--- src/rtl/lcd_watch_pkg.sv ---
//------------------------------------------------------------------------------
// Module  : lcd_watch_pkg
// Brief   : Shared types, ASCII constants and byte-count helper for the LCD path.
// Revision: 1.0 - initial release
//------------------------------------------------------------------------------
`default_nettype none

package lcd_watch_pkg;

  typedef enum logic [2:0] {
    ST_IDLE  = 3'd0,
    ST_SETUP = 3'd1,
    ST_PULSE = 3'd2,
    ST_HOLD  = 3'd3,
    ST_DONE  = 3'd4
  } lcd_state_t;

  localparam logic [7:0] ASCII_ZERO  = 8'h30;
  localparam logic [7:0] ASCII_SPACE = 8'h20;
  localparam logic [7:0] ASCII_COLON = 8'h3A;

  // Command byte plus one byte per digit plus one colon per full digit pair.
  function automatic int n_bytes(input int num_digits, input int colon_en);
    return 1 + num_digits + ((colon_en != 0) ? (num_digits - 1) / 2 : 0);
  endfunction

endpackage

`default_nettype wire

--- src/rtl/lcd_bcd_to_ascii.sv ---
//------------------------------------------------------------------------------
// Module  : lcd_bcd_to_ascii
// Brief   : Combinational BCD digit to ASCII; non-decimal codes blank to a space.
// Revision: 1.0 - initial release
//------------------------------------------------------------------------------
`default_nettype none

module lcd_bcd_to_ascii
  import lcd_watch_pkg::*;
(
  input  logic [3:0] i_bcd,
  output logic [7:0] o_ascii
);

  assign o_ascii = (i_bcd <= 4'd9) ? (ASCII_ZERO + {4'h0, i_bcd}) : ASCII_SPACE;

endmodule

`default_nettype wire

--- src/rtl/lcd_digit_writer.sv ---
//------------------------------------------------------------------------------
// Module  : lcd_digit_writer
// Brief   : Snapshots packed BCD digits and writes them as one LCD line with timed E strobes.
// Revision: 1.0 - initial release
//------------------------------------------------------------------------------
`default_nettype none

module lcd_digit_writer
  import lcd_watch_pkg::*;
#(
  parameter int         NUM_DIGITS    = 6,
  parameter int         COLON_EN      = 1,
  parameter logic [7:0] LINE_ADDR     = 8'h80,
  parameter int         SETUP_CYCLES  = 2,
  parameter int         ENABLE_CYCLES = 4,
  parameter int         HOLD_CYCLES   = 2
) (
  input  logic                    CLK,
  input  logic                    RESETN,
  input  logic [4*NUM_DIGITS-1:0] BCD_IN,
  input  logic                    START,
  output logic                    BUSY,
  output logic                    DONE,
  output logic                    LCD_E,
  output logic                    LCD_RS,
  output logic                    LCD_RW,
  output logic [7:0]              LCD_DATA
);

  localparam int N_BYTES   = n_bytes(NUM_DIGITS, COLON_EN);
  localparam int MAX_SE    = (SETUP_CYCLES > ENABLE_CYCLES) ? SETUP_CYCLES : ENABLE_CYCLES;
  localparam int MAX_PHASE = (MAX_SE > HOLD_CYCLES) ? MAX_SE : HOLD_CYCLES;
  localparam int TMR_W     = $clog2(MAX_PHASE + 1);
  localparam int IDX_W     = $clog2(N_BYTES + 1);

  lcd_state_t              r_state, w_next;
  logic [TMR_W-1:0]        r_tmr, w_phase_last;
  logic [IDX_W-1:0]        r_idx, w_load_idx;
  logic [4*NUM_DIGITS-1:0] r_snap;
  logic [7:0]              r_data, w_sel_byte;
  logic                    r_rs, w_sel_rs;
  logic                    w_phase_end, w_accept, w_last_byte;
  logic [7:0]              w_ascii [NUM_DIGITS];

  // Character position p = j-1 after the command byte; every third position is a colon.
  function automatic bit is_colon(input int j);
    return (COLON_EN != 0) && (((j - 1) % 3) == 2);
  endfunction

  function automatic int digit_slot(input int j);
    int p;
    p = j - 1;
    return NUM_DIGITS - 1 - ((COLON_EN != 0) ? (p - p / 3) : p);
  endfunction

  for (genvar g = 0; g < NUM_DIGITS; g++) begin : g_conv
    lcd_bcd_to_ascii u_conv (
      .i_bcd   (r_snap[4*g +: 4]),
      .o_ascii (w_ascii[g])
    );
  end

  always_comb begin
    case (r_state)
      ST_SETUP: w_phase_last = TMR_W'(SETUP_CYCLES - 1);
      ST_PULSE: w_phase_last = TMR_W'(ENABLE_CYCLES - 1);
      default:  w_phase_last = TMR_W'(HOLD_CYCLES - 1);
    endcase
  end

  assign w_phase_end = (r_tmr == w_phase_last);
  assign w_accept    = START && ((r_state == ST_IDLE) || (r_state == ST_DONE));
  assign w_last_byte = (r_idx == IDX_W'(N_BYTES - 1));
  assign w_load_idx  = r_idx + IDX_W'(1);

  always_comb begin
    w_next = r_state;
    BUSY   = 1'b0;
    DONE   = 1'b0;
    LCD_E  = 1'b0;
    case (r_state)
      ST_IDLE: w_next = START ? ST_SETUP : ST_IDLE;
      ST_DONE: begin
        DONE   = 1'b1;
        w_next = START ? ST_SETUP : ST_IDLE;
      end
      ST_SETUP: begin
        BUSY = 1'b1;
        if (w_phase_end) w_next = ST_PULSE;
      end
      ST_PULSE: begin
        BUSY  = 1'b1;
        LCD_E = 1'b1;
        if (w_phase_end) w_next = ST_HOLD;
      end
      ST_HOLD: begin
        BUSY = 1'b1;
        if (w_phase_end) w_next = w_last_byte ? ST_DONE : ST_SETUP;
      end
      default: w_next = ST_IDLE;
    endcase
  end

  always_comb begin
    w_sel_byte = LINE_ADDR;
    w_sel_rs   = 1'b0;
    for (int j = 1; j < N_BYTES; j++) begin
      if (w_load_idx == IDX_W'(j)) begin
        w_sel_rs = 1'b1;
        if (is_colon(j)) w_sel_byte = ASCII_COLON;
        else             w_sel_byte = w_ascii[digit_slot(j)];
      end
    end
  end

  always_ff @(posedge CLK or negedge RESETN) begin
    if (!RESETN) r_state <= ST_IDLE;
    else         r_state <= w_next;
  end

  always_ff @(posedge CLK or negedge RESETN) begin
    if (!RESETN) begin
      r_tmr  <= '0;
      r_idx  <= '0;
      r_snap <= '0;
      r_data <= 8'h00;
      r_rs   <= 1'b0;
    end else begin
      if ((w_next != r_state) || (r_state == ST_IDLE) || (r_state == ST_DONE))
        r_tmr <= '0;
      else
        r_tmr <= r_tmr + TMR_W'(1);

      // The bus is only reloaded on SETUP entry, so it parks on the last byte after DONE.
      if (w_accept) begin
        r_snap <= BCD_IN;
        r_idx  <= '0;
        r_data <= LINE_ADDR;
        r_rs   <= 1'b0;
      end else if ((r_state == ST_HOLD) && w_phase_end) begin
        r_idx <= w_load_idx;
        if (!w_last_byte) begin
          r_data <= w_sel_byte;
          r_rs   <= w_sel_rs;
        end
      end
    end
  end

  assign LCD_DATA = r_data;
  assign LCD_RS   = r_rs;
  assign LCD_RW   = 1'b0;

endmodule

`default_nettype wire

--- config.mk ---
export PLATFORM = sky130hd
export DESIGN_NAME = lcd_digit_writer
export DESIGN_NICKNAME = d
export VERILOG_FILES = /design/src/rtl/lcd_watch_pkg.sv /design/src/rtl/lcd_bcd_to_ascii.sv /design/src/rtl/lcd_digit_writer.sv
export SDC_FILE = /design/constraint.sdc
export NUM_CORES = 1
export LEC_CHECK = 0
export CELL_PAD_IN_SITES_DETAIL_PLACEMENT = 0
export CELL_PAD_IN_SITES_GLOBAL_PLACEMENT = 1
export CORE_MARGIN = 4
export CORE_UTILIZATION = 30
export CTS_BUF_LIST = sky130_fd_sc_hd__clkbuf_4
export CTS_CLUSTER_DIAMETER = 80
export DETAILED_ROUTE_END_ITERATION = 7
export PLACE_DENSITY = 0.68
export RECOVER_POWER = 50
export SLEW_MARGIN = 20
export SYNTH_ARGS = -nofsm -noshare
export SYNTH_HDL_FRONTEND = slang
export SYNTH_SLANG_ARGS = --single-unit
export TNS_END_PERCENT = 20
--- constraint.sdc ---
create_clock -name CLK -period 2.2 [get_ports CLK]
set_clock_uncertainty 0.1 [all_clocks]
set_input_delay 0.55 -clock CLK [delete_from_list [all_inputs] [get_ports CLK]]
set_output_delay 0.55 -clock CLK [all_outputs]
set_load 0.01 [all_outputs]
==> results.ini, run 1 <==
[clock_network]
htree_levels=2
cts.sinks=41
cts_setup_buffers=0
max-clock-path-buffers=2
clockRootBuffer=clkbuf_4
clock_latency_ps=350
cts_tree=yes
numCtsBuffers=5
clk_pin_slew_ps=130

[grt]
grt_pass1_wl_mm=9.84
grt_pass1_vias=2002
grt_max_degree=23
grt-ovfl-total=0
antenna_found_initial=0
grt_usage_pct=12.0

[timing]
fin_ws_ps=40.2
fmax_ghz=0.463
tightest_slew_ps=1190
post-route-min-period_ps=2160
finalHoldViolCount=0
maxSlewHeadroom_pct=20.9
rsz0062_at_grt=true
maxSlewViolCount=0
period_share_pct=98.2
setup_violations=0

[detailed_routing]
vias=2049
antenna_left=0
wl_per_cell_um=14.4
detail_route.iter0.violations=115
wl_met2_mm=2.46
wirelength_mm=5.69
post-route-drc-count=0
dr.pass1.iters=4
routed.top_layer=met4
avgViaCountPerCell=5.17
wl_met3_um=302
wl_met1_mm=2.91

[final_layout]
syn_to_final_growth_pct=24.8
layout-drive-gt1-share_pct=16.0
layout.nets=325
stdcell_count=396
register_area_sq_um=1030
num_antenna_cells=0
fillers=797
multi_input_area_sq_um=1340

[min_path]
hold_path.class=input port to async pin

[outcome]
run_status=completed

[placed_design]
dpl.hpwl_mm=4.42
place_congestion=0.960
dp_slack_ps=98.9
port_buffers=37
post-place-cells=388

[synth]
synth.top_cell.area_share_pct=41.5
synth_ff_type=dfrtp_1
avgSynthCellArea_sq_um=9.94
async_flop_share_pct=100
synth_warnings=0
seq_area_frac_synth_pct=41.5
synth_seq_cells=41
synth_common_cells=41 x dfrtp_1, 18 x nand2_1, 15 x mux2_1, 15 x nand3_1
syn_inst=249
synth-edff-count=0
yosys.area.top_type=dfrtp_1
synth_cell_types=58
post-synth-top-count-cell=dfrtp_1
netlist_area_sq_um=2470
synth_area_leaders=dfrtp_1 41%, mux2_1 6.8%, mux2_2 4.6%

[power_and_ir_drop]
powerDensity_nw_per_um2=387
peakVddDrop_mv=0.177
leakage_uw=0.00131
power_frac_clock_pct=31.9
p_switching_uw=269
combPwrFrac_pct=5.1
internal-power_uw=927
seqPwrFrac_pct=63.0
switching_share_pct=22.5

[setup_path]
startpoint_type=flip-flop
cp_max_fo=8
criticalPathCategory=flip-flop to flip-flop
crit_path_end_kind=flip-flop
arrival_ps=2320
critPathRequiredTime_ps=2360

[floorplan]
start_util_pct=31.4
io_pins=40
dieWidth_um=98.8
coreArea_sq_um=7890
core.rowCount=32
die_y_um=98.8
die_area_sq_um=9770

[run]
maxCapViolCount=0

cells in the final DEF (no fill, tap or decap), drive strengths merged, types with 4 or more instances in the layout:
master         synthesis  routed
dfrtp                 41      41
clkdlybuf4s50          0      33
mux2                  25      25
nand2                 18      18
buf                   12      16
nand3                 15      15
o21ai                 14      14
a21oi                 13      13
nor2                  12      12
nand3b                 8       8
clkbuf                 6       8
inv                    7       7
nand2b                 5       5
nand4                  5       5
ha                     5       5
nor3                   4       4
nor2b                  4       4
registers in the layout (all words and copies together), names as in the netlist:
signal / flops
r_snap: 24
LCD_DATA: 7
r_idx: 4
r_state: 3
r_tmr: 3
layer usage:
layer  vias to the layer above  track usage (%)
met2                        51             18.1
met5                         -                0
met3                         5             2.83
met4                         0             2.52
met1                       973             17.6
li1                       1020                -
area by class of cell:
class	count	share of cell area [%]
Clock buffer	6	1.46
Multi-Input combinational cell	184	43.4
Sequential cell	41	33.3
Timing Repair Buffer	54	16.5
Clock inverter	2	0.324
Tap cell	102	4.13
Inverter	7	0.851
stage by stage:
| step | hold WS [ps] | instance area [sq um] | utilization [%] | TNS, ps | total power (uW) |
|---|---|---|---|---|---|
| detailed placement | 390 | 3030 | 38.5 | 0 | 835 |
| floorplan | 154 | 2480 | - | 0 | 773 |
| global route | 427 | 3090 | 39.1 | -319 | 1250 |
| finish | 315 | 3090 | 39.1 | 0 | 1200 |
| global placement | 378 | 3030 | 38.5 | 0 | 834 |
| CTS | 74.9 | 3100 | 39.3 | 0 | 1220 |
power groups by stage:
stage | Clock, uW | Sequential (uW) | Combinational [uW]
finish | 382 | 753 | 60.7
global route | 430 | 754 | 68.4
CTS | 398 | 753 | 66.8
detailed placement | 0 | 768 | 66.7
global placement | 0 | 768 | 66.0
floorplan | 0 | 768 | 4.61
logic make-up (layout without fill, tap and decap cells):
| family | count (synthesis) | after routing | synth area share, % |
|---|---|---|---|
| other | 1 | 2 | 0.152 |
| AND/OR/NAND/NOR | 93 | 93 | 21.7 |
| flip-flops | 41 | 41 | 41.5 |
| adder cells (fa/ha/maj) | 5 | 5 | 2.53 |
| buffers and inverters | 25 | 69 | 5.21 |
| XOR/XNOR | 3 | 3 | 1.06 |
| AO/OA/AOI/OAI | 56 | 56 | 16.5 |
| multiplexers | 25 | 25 | 11.4 |
what timing repair did:
action                                  4_1_cts  5_1_grt
gates cloned                                  0        0
resized for setup                             8        2
hold buffers                                  0        0
endpoints found under the setup margin        3        7
critical path, cell delays in order (launching register included):
cell	delay (ps)
dfrtp_1	450
inv_1	100
ha_1	340
buf_4	190
nor2b_1	160
nand3_1	100
a211oi_1	310
o221ai_1	190
o2111ai_1	140
worst paths after layout:
path                           from     endpoint  slack (ps)  cells past startpoint
max                        r_idx[1]  LCD_DATA[0]          40                      8
min                          RESETN   r_snap[16]         310                      1
max reg2reg                r_idx[1]  LCD_DATA[0]          40                      8
min reg2reg                r_tmr[0]     r_tmr[0]         410                      1
max in group asynchronous    RESETN  LCD_DATA[3]         600                      2
min in group CLK           r_tmr[0]     r_tmr[0]         410                      1
Note: power is estimated with default switching activity, not from simulation.
==> inputs of run 2 (changes only) <==
--- a/config.mk
+++ b/config.mk
@@ -12,6 +12,7 @@
 export CTS_BUF_LIST = sky130_fd_sc_hd__clkbuf_4
 export CTS_CLUSTER_DIAMETER = 80
 export DETAILED_ROUTE_END_ITERATION = 7
+export GPL_TIMING_DRIVEN = 0
 export PLACE_DENSITY = 0.68
 export RECOVER_POWER = 50
 export SLEW_MARGIN = 20
==> results.ini, run 2 (same netlist as run 1, synthesis figures left out) <==
[outcome]
run_status=completed

[run]
maxCapViolCount=0  ; unchanged

[timing]
finalHoldViolCount=0  ; unchanged
tightest_slew_ps=1020  ; -164 ps
post-route-min-period_ps=2140  ; -20.5 ps
maxSlewViolCount=0  ; unchanged
period_share_pct=97.2  ; -0.93 points
maxSlewHeadroom_pct=31.8  ; +11 points
setup_violations=0  ; unchanged
rsz0062_at_grt=true
fmax_ghz=0.467  ; +0.96%

[final_layout]
fillers=790  ; -0.88%
num_antenna_cells=0  ; unchanged
postLayoutCoreUtil_pct=40.6  ; +1.5 points
largest_reg_flops=24  ; unchanged
multi_input_area_sq_um=1440  ; +7.5%
register_area_sq_um=1030  ; -0.12%
stdcell_count=403  ; +1.8%
final_common_cell=dfrtp_1
layout.nets=333  ; +2.5%
mostFrequentLayoutCells=40 x dfrtp_1, 33 x clkdlybuf4s50_1, 18 x nand2_1
syn_to_final_growth_pct=29.4
largest_register=r_snap
layout-drive-gt1-share_pct=19.9  ; +3.9 points

[setup_path]
startpoint_type=flip-flop
arrival_ps=2260  ; -60 ps
critPathRequiredTime_ps=2320  ; -40 ps
crit_path_end_kind=flip-flop
cp_max_fo=10  ; +2
criticalPathCategory=flip-flop to flip-flop

[clock_network]
clockRootBuffer=clkbuf_4
cts_tree=yes
clock_latency_ps=350  ; about the same
clk_pin_slew_ps=120  ; about the same
htree_levels=2  ; unchanged
holdBufCountCts=0  ; unchanged
cts.sinks=41  ; unchanged
numCtsBuffers=5  ; unchanged
max-clock-path-buffers=2  ; unchanged

[power_and_ir_drop]
total_power_uw=1180  ; -0.99%
p_switching_uw=261  ; -3.0%
switching_share_pct=22.0  ; -0.46 points
combPwrFrac_pct=5.4  ; +0.3 points
peakVddDrop_mv=0.211  ; +19%
leakage_uw=0.00132  ; +1.5%
powerDensity_nw_per_um2=370  ; -4.5%
internal-power_uw=924  ; -0.40%
seqPwrFrac_pct=63.6  ; +0.6 points
power_frac_clock_pct=31.0  ; -0.9 points

[grt]
grt_pass1_wl_mm=10.4  ; +6.1%
grt-ovfl-total=0  ; unchanged
grt_max_degree=24  ; +4.3%
antenna_found_initial=0  ; unchanged
grt_pass1_vias=2054  ; +2.6%
grt_usage_pct=13.1  ; +1.1 points

[detailed_routing]
vias=2098  ; +2.4%
wirelength_mm=6.15  ; +8.2%
antenna_left=0  ; unchanged
avgViaCountPerCell=5.21  ; +0.61%
post-route-drc-count=0  ; unchanged
wl_per_cell_um=15.3  ; +6.3%
dr.pass1.iters=4  ; unchanged
detail_route.iter0.violations=94  ; -18%

[floorplan]
start_util_pct=31.4  ; unchanged
dieWidth_um=98.8  ; unchanged
die_area_sq_um=9770  ; unchanged
coreArea_sq_um=7890  ; unchanged
die_y_um=98.8  ; unchanged
io_pins=40  ; unchanged
core.rowCount=32  ; unchanged

[min_path]
hold_path.class=input port to async pin

[placed_design]
port_buffers=37  ; unchanged
place_congestion=0.881  ; -8.3%
post-place-cells=390  ; +0.52%
dpl.hpwl_mm=4.70  ; +6.4%

==> run 2: cell count changes in the layout (fill, tap and decap cells not counted), sizes merged <==
cell | previous run | this run
buf | 16 | 20
clkbuf | 8 | 12
clkinv | 2 | 1
==> run 2: final timing paths <==
path	from	to	slack (ps)	depth (start not counted)
hold / removal	RESETN	r_snap[14]	230	1
setup / recovery	r_idx[1]	LCD_DATA[0]	60	9
hold reg to reg	r_tmr[0]	r_tmr[0]	410	1
min in group CLK	r_tmr[0]	r_tmr[0]	410	1
setup reg to reg	r_idx[1]	LCD_DATA[0]	60	9
max in group asynchronous	RESETN	r_state[1]	590	2
==> run 2: repair_timing <==
action / 4_1_cts / 5_1_grt
buffers inserted: 3 / 4
setup endpoints to repair: 10 / 7
pin swaps: 4 / 3
gates resized for setup: 16 / 25
==> run 2: power by group through the flow <==
stage               combinational [uW]  sequential, uW  clock, uW
CTS                               71.3             753        385
detailed placement                71.3             768          0
finish                            63.8             753        367
floorplan                         4.61             768          0
global route                      71.5             754        418
global placement                  65.6             768          0
==> run 2: layout make-up <==
class	count	share of cell area, %
sequential	41	32.1
inverter	7	0.820
timing repair buffer	45	13.0
clock inverter	1	0.117
multi-input combinational	184	45.0
buffer	17	3.59
tap	102	3.98
clock buffer	6	1.41
==> run 2: worst max-delay path, stage by stage, from the launching register on <==
cell,delay (ps)
dfrtp_1,430
buf_6,160
inv_1,60
ha_2,220
clkbuf_4,200
nor2b_1,140
nand4_1,130
o21ai_0,120
o221ai_1,270
o2111ai_1,160
==> run 2: through the flow <==
step | hold WS (ps) | area (sq um) | TNS [ps] | worst slack, ps
6_report | 235 | 3200 | 0 | 60.7
5_1_grt | 334 | 3200 | -130 | -33.7
4_1_cts | 48.8 | 3110 | -0.649 | -0.649
3_5_place_dp | 388 | 3000 | -1670 | -227
3_3_place_gp | 381 | 2980 | -29510 | -662
2_1_floorplan | 154 | 2480 | 0 | 257
==> run 2: routing by layer <==
layer / up-vias / track usage, % / routed length (um)
met2: 43 / 19.7 / 2780
met1: 1022 / 19.2 / 3060
met5: - / 0 / 0
li1: 1026 / - / -
met4: 0 / 3.05 / 63
met3: 7 / 2.76 / 244
